[src/rtl/board_input_ctrl_pkg.sv]
// Shared state encodings and width helpers for the board input conditioning block.
// Imported by the debounce cell and the top level.
package board_input_ctrl_pkg;

  typedef enum logic [1:0] {
    DB_IDLE_LO   = 2'b00,
    DB_CHK_HI    = 2'b01,
    DB_STABLE_HI = 2'b10,
    DB_CHK_LO    = 2'b11
  } db_state_e;

  function automatic int cnt_width(input int max_val);
    return (max_val < 2) ? 1 : $clog2(max_val + 1);
  endfunction

  function automatic int max2(input int a, input int b);
    return (a > b) ? a : b;
  endfunction

endpackage

[src/rtl/board_input_ctrl_debounce_cell.sv]
// One input channel: 2-flop synchroniser, stability counter and debounce FSM.
// level/rise/fall are registered, so nothing combinational reaches the outputs from raw.
module debounce_cell
  import board_input_ctrl_pkg::*;
#(
  parameter int DEBOUNCE_CYC = 500000
) (
  input  logic clk,
  input  logic rst,
  input  logic raw,
  output logic level,
  output logic rise,
  output logic fall
);

  localparam int CNT_W = $clog2(DEBOUNCE_CYC);
  localparam logic [CNT_W-1:0] CNT_LAST = CNT_W'(DEBOUNCE_CYC - 1);
  localparam logic [CNT_W-1:0] CNT_ONE  = CNT_W'(1);

  logic            sync_p0;
  logic            sync_p1;
  db_state_e       state_q;
  db_state_e       state_d;
  logic [CNT_W-1:0] cnt_q;
  logic [CNT_W-1:0] cnt_d;
  logic            level_q;
  logic            level_d;
  logic            rise_q;
  logic            rise_d;
  logic            fall_q;
  logic            fall_d;

  // Stage p0/p1: metastability guard on the asynchronous input
  always_ff @(posedge clk or negedge rst) begin
    if (!rst) begin
      sync_p0 <= 1'b0;
      sync_p1 <= 1'b0;
    end else begin
      sync_p0 <= raw;
      sync_p1 <= sync_p0;
    end
  end

  // Debounce state, counter and registered output pulses
  always_ff @(posedge clk or negedge rst) begin
    if (!rst) begin
      state_q <= DB_IDLE_LO;
      cnt_q   <= '0;
      level_q <= 1'b0;
      rise_q  <= 1'b0;
      fall_q  <= 1'b0;
    end else begin
      state_q <= state_d;
      cnt_q   <= cnt_d;
      level_q <= level_d;
      rise_q  <= rise_d;
      fall_q  <= fall_d;
    end
  end

  // The entering sample counts as the first stable cycle; exit happens at the terminal count.
  always_comb begin
    state_d = state_q;
    cnt_d   = cnt_q;
    level_d = level_q;
    rise_d  = 1'b0;
    fall_d  = 1'b0;
    case (state_q)
      DB_IDLE_LO: begin
        if (sync_p1) begin
          state_d = DB_CHK_HI;
          cnt_d   = CNT_ONE;
        end
      end
      DB_CHK_HI: begin
        if (!sync_p1) begin
          state_d = DB_IDLE_LO;
          cnt_d   = '0;
        end else if (cnt_q == CNT_LAST) begin
          state_d = DB_STABLE_HI;
          cnt_d   = '0;
          level_d = 1'b1;
          rise_d  = 1'b1;
        end else begin
          cnt_d = cnt_q + CNT_ONE;
        end
      end
      DB_STABLE_HI: begin
        if (!sync_p1) begin
          state_d = DB_CHK_LO;
          cnt_d   = CNT_ONE;
        end
      end
      DB_CHK_LO: begin
        if (sync_p1) begin
          state_d = DB_STABLE_HI;
          cnt_d   = '0;
        end else if (cnt_q == CNT_LAST) begin
          state_d = DB_IDLE_LO;
          cnt_d   = '0;
          level_d = 1'b0;
          fall_d  = 1'b1;
        end else begin
          cnt_d = cnt_q + CNT_ONE;
        end
      end
      default: begin
        state_d = DB_IDLE_LO;
        cnt_d   = '0;
        level_d = 1'b0;
      end
    endcase
  end

  assign level = level_q;
  assign rise  = rise_q;
  assign fall  = fall_q;

endmodule

[src/rtl/board_input_ctrl.sv]
// Input-side board interface: debounces buttons and switches and produces the datapath
// step enable (free-run, single-step and held-button auto-repeat).
module board_input_ctrl
  import board_input_ctrl_pkg::*;
#(
  parameter int NUM_BTN       = 4,
  parameter int NUM_SW        = 7,
  parameter int DEBOUNCE_CYC  = 500000,
  parameter int STEP_BTN      = 0,
  parameter int RUN_SW        = 6,
  parameter int REPEAT_DELAY  = 50000000,
  parameter int REPEAT_PERIOD = 10000000
) (
  input  logic               clk,
  input  logic               rst,
  input  logic [NUM_BTN-1:0] btn_raw,
  input  logic [NUM_SW-1:0]  sw_raw,
  output logic [NUM_BTN-1:0] btn_level,
  output logic [NUM_BTN-1:0] btn_press,
  output logic [NUM_BTN-1:0] btn_release,
  output logic [NUM_SW-1:0]  sw_level,
  output logic [NUM_SW-1:0]  sw_change,
  output logic               step_en
);

  localparam int RPT_W = cnt_width(max2(REPEAT_DELAY, REPEAT_PERIOD));
  localparam logic [RPT_W-1:0] RPT_FIRST  = RPT_W'(REPEAT_DELAY - 1);
  localparam logic [RPT_W-1:0] RPT_RELOAD = RPT_W'(REPEAT_PERIOD);
  localparam logic [RPT_W-1:0] RPT_ONE    = RPT_W'(1);

  logic [NUM_SW-1:0] sw_rise;
  logic [NUM_SW-1:0] sw_fall;

  for (genvar g = 0; g < NUM_BTN; g++) begin : g_btn
    debounce_cell #(
      .DEBOUNCE_CYC(DEBOUNCE_CYC)
    ) u_cell (
      .clk  (clk),
      .rst  (rst),
      .raw  (btn_raw[g]),
      .level(btn_level[g]),
      .rise (btn_press[g]),
      .fall (btn_release[g])
    );
  end

  for (genvar g = 0; g < NUM_SW; g++) begin : g_sw
    debounce_cell #(
      .DEBOUNCE_CYC(DEBOUNCE_CYC)
    ) u_cell (
      .clk  (clk),
      .rst  (rst),
      .raw  (sw_raw[g]),
      .level(sw_level[g]),
      .rise (sw_rise[g]),
      .fall (sw_fall[g])
    );
  end

  assign sw_change = sw_rise | sw_fall;

  logic             run_lvl;
  logic             step_lvl;
  logic             step_press;
  logic             rpt_active_q;
  logic             rpt_active_d;
  logic [RPT_W-1:0] rpt_cnt_q;
  logic [RPT_W-1:0] rpt_cnt_d;
  logic             rpt_pulse_q;
  logic             rpt_pulse_d;

  assign run_lvl    = sw_level[RUN_SW];
  assign step_lvl   = btn_level[STEP_BTN];
  assign step_press = btn_press[STEP_BTN];

  // Repeat counter state: down-counter that fires at 1 and reloads, so it never wraps
  always_ff @(posedge clk or negedge rst) begin
    if (!rst) begin
      rpt_active_q <= 1'b0;
      rpt_cnt_q    <= '0;
      rpt_pulse_q  <= 1'b0;
    end else begin
      rpt_active_q <= rpt_active_d;
      rpt_cnt_q    <= rpt_cnt_d;
      rpt_pulse_q  <= rpt_pulse_d;
    end
  end

  always_comb begin
    rpt_active_d = rpt_active_q;
    rpt_cnt_d    = rpt_cnt_q;
    rpt_pulse_d  = 1'b0;
    if (run_lvl || !step_lvl) begin
      rpt_active_d = 1'b0;
      rpt_cnt_d    = '0;
    end else if (step_press) begin
      rpt_active_d = 1'b1;
      rpt_cnt_d    = RPT_FIRST;
    end else if (rpt_active_q) begin
      if (rpt_cnt_q <= RPT_ONE) begin
        rpt_pulse_d = 1'b1;
        rpt_cnt_d   = RPT_RELOAD;
      end else begin
        rpt_cnt_d = rpt_cnt_q - RPT_ONE;
      end
    end
  end

  // Gating with the live level suppresses a repeat landing on the release cycle.
  assign step_en = run_lvl | step_press | (rpt_pulse_q & step_lvl);

endmodule

[config.mk]
export PLATFORM = sky130hd
export DESIGN_NAME = board_input_ctrl
export DESIGN_NICKNAME = d
export VERILOG_FILES = /design/src/rtl/board_input_ctrl_pkg.sv /design/src/rtl/board_input_ctrl_debounce_cell.sv /design/src/rtl/board_input_ctrl.sv
export SDC_FILE = /design/constraint.sdc
export NUM_CORES = 1
export LEC_CHECK = 0
export CAP_MARGIN = 10
export CORE_UTILIZATION = 45
export DETAILED_ROUTE_END_ITERATION = 8
export GPL_TIMING_DRIVEN = 0
export PLACE_DENSITY = 0.72
export SLEW_MARGIN = 20
export SYNTH_ARGS = -nofsm -noshare
export SYNTH_HDL_FRONTEND = slang
export SYNTH_SLANG_ARGS = --single-unit
[constraint.sdc]
create_clock -name clk -period 2.7 [get_ports clk]
set_clock_uncertainty 0.1 [all_clocks]
set_input_delay 0.54 -clock clk [delete_from_list [all_inputs] [get_ports clk]]
set_output_delay 0.54 -clock clk [all_outputs]
set_load 0.02 [all_outputs]
# After elaboration in Yosys (flattened, before gate mapping)
# Cells that the tools add are included.
totals:
  register_bits: 314
  input_bits: 13
  out_inout_bits: 27
  elab_cells: 551
op_classes:
  add_sub_neg: 12
  n_lt_le_gt_ge: 1
  n_eq_ne: 132
  n_mux: 263
  bitwise: 4
  n_reduce_logical: 59
ops:
  columns: ["op", "count"]
  rows:
  - ["$mux 19", 55]
  - ["$pmux 19 s4", 11]
  - ["$add 19x1->19 const B", 11]
  - ["$eq 19x19->1 const B", 11]
  - ["$mux 2", 66]
  - ["$mux 1", 105]
  - ["$mux 26", 4]
  - ["$ne 2x1->1 const B", 44]
  - ["$pmux 2 s4", 11]
  - ["$reduce_and 5->1", 11]
  - ["$eq 2x2->1 const B", 22]
  - ["$ne 2x2->1 const B", 22]
  - ["$reduce_and 4->1", 11]
  - ["$ne 3x1->1 const B", 11]
  - ["$ne 3x3->1 const B", 11]
  - ["$le 26x1->1 const B", 1]
  - ["$sub 26x1->26 const B", 1]
  - ["$reduce_bool 2->1", 12]
  - ["$eq 2x1->1 const B", 11]
  - ["$logic_not 2->1", 11]
  - ["$pmux 1 s2", 11]
  - ["$reduce_and 2->1", 11]
  - ["$or 7x7->7", 1]
  - ["$reduce_bool 3->1", 1]
  - ["other kinds (4)", 5]

# Depth between registers and ports, before layout
logic_depth:
  word_depth: 5
  depth_mapped: 9

# By module
# A second synthesis with hierarchy kept.
hier_totals:
  cells_unflattened: 1754
  hier_area_um2: 16738.6
modules_own_cells:
  columns: ["mod", "instances", "cells_each", "area_each_um2"]
  rows:
  - ["debounce_cell at g_btn[0].u_cell ...", 9, 140, 1352.5]
  - ["board_input_ctrl", 1, 196, 1803.0]
  - ["debounce_cell at g_sw[5].u_cell", 1, 156, 1418.9]
  - ["debounce_cell at g_sw[6].u_cell", 1, 142, 1343.8]

# Worst setup path after synthesis
# No wires, ideal clock.
synth_path:
  path_kind: "register to register"
  start: "register rpt_cnt_q[18]"
  end: "register rpt_cnt_q[4]"
  setup_ps: 124
  t_arrival_ps: 2492
  required_time_ps: 2476
  path_slack_ps: -15
  stages_incl_launch_ff: 8
  synth_period_minus_slack_ps: 2715
  path_cell_list: "dfrtp_1 -> or4_4 -> or3_1 -> buf_6 -> or4_4 -> buf_6 -> a31o_1 -> a211o_1"
synth_via:
  elab_chain_len: 5
synth_rtl:
  columns: ["item", "line", "text"]
  rows:
  - ["start, declared", "board_input_ctrl.sv:67", "logic [RPT_W-1:0] rpt_cnt_q;"]
  - ["start signal, assigned", "board_input_ctrl.sv:84", "rpt_cnt_q <= rpt_cnt_d;"]
  - ["$le 26x1->1", "board_input_ctrl.sv:100", "if (rpt_cnt_q <= RPT_ONE) begin"]
  - ["$mux 26", "board_input_ctrl.sv:100", null]
  - ["$mux 26", "board_input_ctrl.sv:99", "end else if (rpt_active_q) begin"]
  - ["$mux 26", "board_input_ctrl.sv:96", "end else if (step_press) begin"]
  - ["$mux 26", "board_input_ctrl.sv:93", "if (run_lvl || !step_lvl) begin"]
# No other way between the ends. The select of a mux whose other input is x is not followed.
# A chain may end at the register's enable or synchronous reset.

# Worst setup path after layout
layout_path:
  start: "register rpt_cnt_q[18]"
  end: "register rpt_cnt_q[24]"
layout_via:
  elab_chain_len: 5
  elab_cells_between_ends: 6
layout_rtl:
  columns: ["item", "line"]
  rows:
  - ["$sub 26x1->26 / $le 26x1->1 (equally long branches)", "board_input_ctrl.sv:104, board_input_ctrl.sv:100"]
  - ["$mux 26 *", "board_input_ctrl.sv:100"]
  - ["$mux 26 *", "board_input_ctrl.sv:99"]
  - ["$mux 26 *", "board_input_ctrl.sv:96"]
  - ["$mux 26 *", "board_input_ctrl.sv:93"]
# Mark *: on every way between the ends. The rest lies on a longest branch, timed or not. The select of a mux whose other input is x is not followed.

==> summary.txt <==
DRC - 0
Initial antenna violation count - 0
Final Hold Viols - 0
N_diodes - 0
Synthesized netlist cell count - 1768
TritonRoute pass-1 iters - 5
Final Hold Slack - 246 ps
Die span in y - 192 um
Yosys cell types - 65
Total number of vias - 14000
Die Width - 192 um
Max-cap viol count - 0
Status - completed
R2r setup slk - 3 ps
Tmin final - 2700 ps
Syn Area/Cell - 9.22 sq um
WP data required - 3060 ps
Pwr Density - 566 nW/um^2
EDFF count, synth - 0
DR WL/cell - 15.3 um
Total GRT Usage - 0.195
Placed cell area - 17400 sq um
Post-layout util - 0.533
Crit-path max FO - 7
# IOs - 40
Layout cell share with drive strength beyond 1 - 0.101
Final instance area - 19000 sq um
Starting Density - 0.458
CTS H-tree lvls - 2
Number of synthesized register bits - 314
Clk sinks - 314
Final period util - 0.999
Synth area leader - dfrtp_1
Final nets - 1888
FFs w/ async S/R, synth - 1.00
Maximum clock path buffer count - 3
Gpl congestion - 0.870
Startpoint types - flip-flop
Cell chosen for the clock root - clkbuf_16
Routed WL - 35900 um
HPWL after DPL - 23300 um
Syn Nets - 1794
Clock Latency Late Sink - 540 ps
Peak supply drop - 455 uV
Post-synth top area share - 0.482
WS Path Type - flip-flop to flip-flop
Post-Layout Cell Count - 2351
Post-route ant nets - 0
Largest net degree at the start of global routing - 100
Synth Warn # - 0
TNS Setup - 0 ps
Sequential area share after synthesis - 0.482
Layout area overhead - 16.3%
Max-slew violations - 0
Die area - 37000 sq um
Vias per cell - 5.96
CTS tree - built
Synth area leaders - dfrtp_1, a31oi_1, a21oi_1
Placed Cells incl. Taps - 2271
Initial DRC Count - 913
Std-Cell Rows - 69
Gr ovfl total - 0
Pleak - 0.00794 uW
IO buf count - 39
Clk slew on worst S/H paths - 60 ps
Setup violators final - 0
Crit. End Element - flip-flop
Worst hold path type - flip-flop to flip-flop
Vias in the first global route - 13100
Ys flop type - dfrtp_1
RSZ-0062 raised after global routing - true
Arrival @ worst endpoint - 3060 ps
Maximum clock frequency - 371 MHz
TritonCTS buffer count - 37
Slew HR - 0.299
First-pass GRT wire length - 61100 um
Core ar. - 35600 sq um
Mapped Area - 16300 sq um
Slew of the pin with the lowest slew margin - 1040 ps
-- what timing repair did --
action,in CTS,in global routing
pin swaps,3,10
setup buffers,9,10
setup endpoints to repair,122,121
endpoints found under the hold margin,45,0
resized for setup,27,37
hold buffers,1,0
-- worst paths after layout --
path	from	endpoint	depth (start not counted)
max	rpt_cnt_q[18]	rpt_cnt_q[24]	6
min reg2reg	g_sw[4].u_cell.sync_p0	g_sw[4].u_cell.sync_p1	0
min	g_sw[4].u_cell.sync_p0	g_sw[4].u_cell.sync_p1	0
max in group asynchronous	rst	g_sw[2].u_cell.cnt_q[17]	4
max reg2reg	rpt_cnt_q[18]	rpt_cnt_q[24]	6
min in group asynchronous	rst	g_sw[6].u_cell.cnt_q[16]	2
-- state kept, by name (all words and copies together) (netlist names), 4 cells and up, named ones only --
register	count
g_sw.u_cell.cnt_q	133
g_btn.u_cell.cnt_q	76
rpt_cnt_q	26
g_sw.u_cell.fall	7
g_sw.u_cell.level	7
g_sw.u_cell.rise	7
g_sw.u_cell.state_q	7
g_sw.u_cell.sync_p0	7
g_sw.u_cell.sync_p1	7
g_btn.u_cell.fall	4
g_btn.u_cell.level	4
g_btn.u_cell.rise	4
g_btn.u_cell.state_q	4
g_btn.u_cell.sync_p0	4
g_btn.u_cell.sync_p1	4
-- stage by stage --
step / setup WS, ps / power [uW]
2_1_floorplan: 19.8 / 5400
3_3_place_gp: -12670 / 5620
3_5_place_dp: -456 / 5660
4_1_cts: 5.91 / 10900
5_1_grt: -89.8 / 11100
6_report: 3.37 / 10700
-- Yosys cell counts (4+ instances only) --
library cell,n
a22o_1,32
buf_1,8
xnor2_1,13
a21bo_2,4
or4b_2,8
mux2_2,6
nand2_1,163
a41oi_1,31
a21oi_1,145
nand2b_1,34
nor4b_1,8
a31oi_1,118
o211ai_1,7
nor3b_1,18
ha_1,13
o21ai_0,93
clkbuf_1,76
o31a_1,4
nor4_1,36
and3_1,22
mux2i_1,17
or3_1,21
or4_1,17
nand3b_1,9
a221o_1,4
a21o_1,15
nand3_1,130
nor2_1,89
and2_1,27
dfrtp_1,314
inv_1,42
nor3_1,38
a211o_1,7
nand4_1,51
o22ai_1,10
and4_1,11
xor2_1,25
or2_2,18
buf_4,20
o21a_1,12
-- critical path, stage by stage (launching register included) --
cell,delay [ps]
dfrtp_1,380
or4_4,560
or3_4,440
buf_4,160
or4_1,530
or3_1,320
a21oi_1,130
-- cells by family (layout without fill, tap and decap cells) --
group	after synthesis	after routing	synth area share
flops	314	314	0.482
compound gates	516	516	0.200
simple gates	713	713	0.232
buf+inv	151	273	0.0405
xor+xnor	38	38	0.0204
mux	23	23	0.0146
fa+ha+maj	13	13	0.00998
-- metal layers --
layer / track usage / vias up / part of all wire
met5: 0 / - / 0
met3: 0.0366 / 50 / 0.055
met2: 0.309 / 372 / 0.46
met1: 0.271 / 6763 / 0.47
li1: - / 6821 / -
met4: 0.0578 / 0 / 0.018
-- power breakdown --
part           switching (uW)  leakage, uW  internal (uW)
Sequential                157      0.00427           4830
Combinational             380      0.00304            209
Clock                    1970     0.000627           3170
Total                    2510      0.00794           8210
-- cell type report --
type	instances	area, sq um
Buffer	102	495
Inverter	42	158
Timing Repair Buffer	62	633
Clock inverter	15	210
Sequential cell	314	7860
Fill cell	3222	16600
Clock buffer	52	1070
Multi-Input combinational cell	1303	7950
Tap cell	461	577
-- placed cells by master (no fill, tap or decap), types with 7 or more instances in the layout --
master,netlist,layout
o21ai_0,93,93
nor4_1,36,28
a211o_1,7,7
nand3_1,130,130
mux2i_1,17,17
nand3b_1,9,9
o21a_1,12,12
buf_2,3,7
nand2_1,163,163
a22o_1,32,32
nand2b_1,34,34
clkbuf_1,76,60
xnor2_1,13,13
ha_1,13,12
xor2_1,25,25
or3_1,21,18
or4_1,17,16
nor2_1,89,89
buf_4,20,39
nor3_1,38,38
o211ai_1,7,7
clkbuf_8,0,9
inv_1,42,42
and4_1,11,11
or4b_2,8,7
nor3b_1,18,18
a21o_1,15,15
clkbuf_2,0,14
nor4b_1,8,7
a31oi_1,118,118
nand4_1,51,51
dfrtp_1,314,312
clkbuf_16,0,37
a41oi_1,31,31
a21oi_1,145,142
and2_1,27,27
or2_2,18,18
o22ai_1,10,10
clkdlybuf4s50_1,0,37
and3_1,22,22
Note: power is estimated with default switching activity, not from simulation.
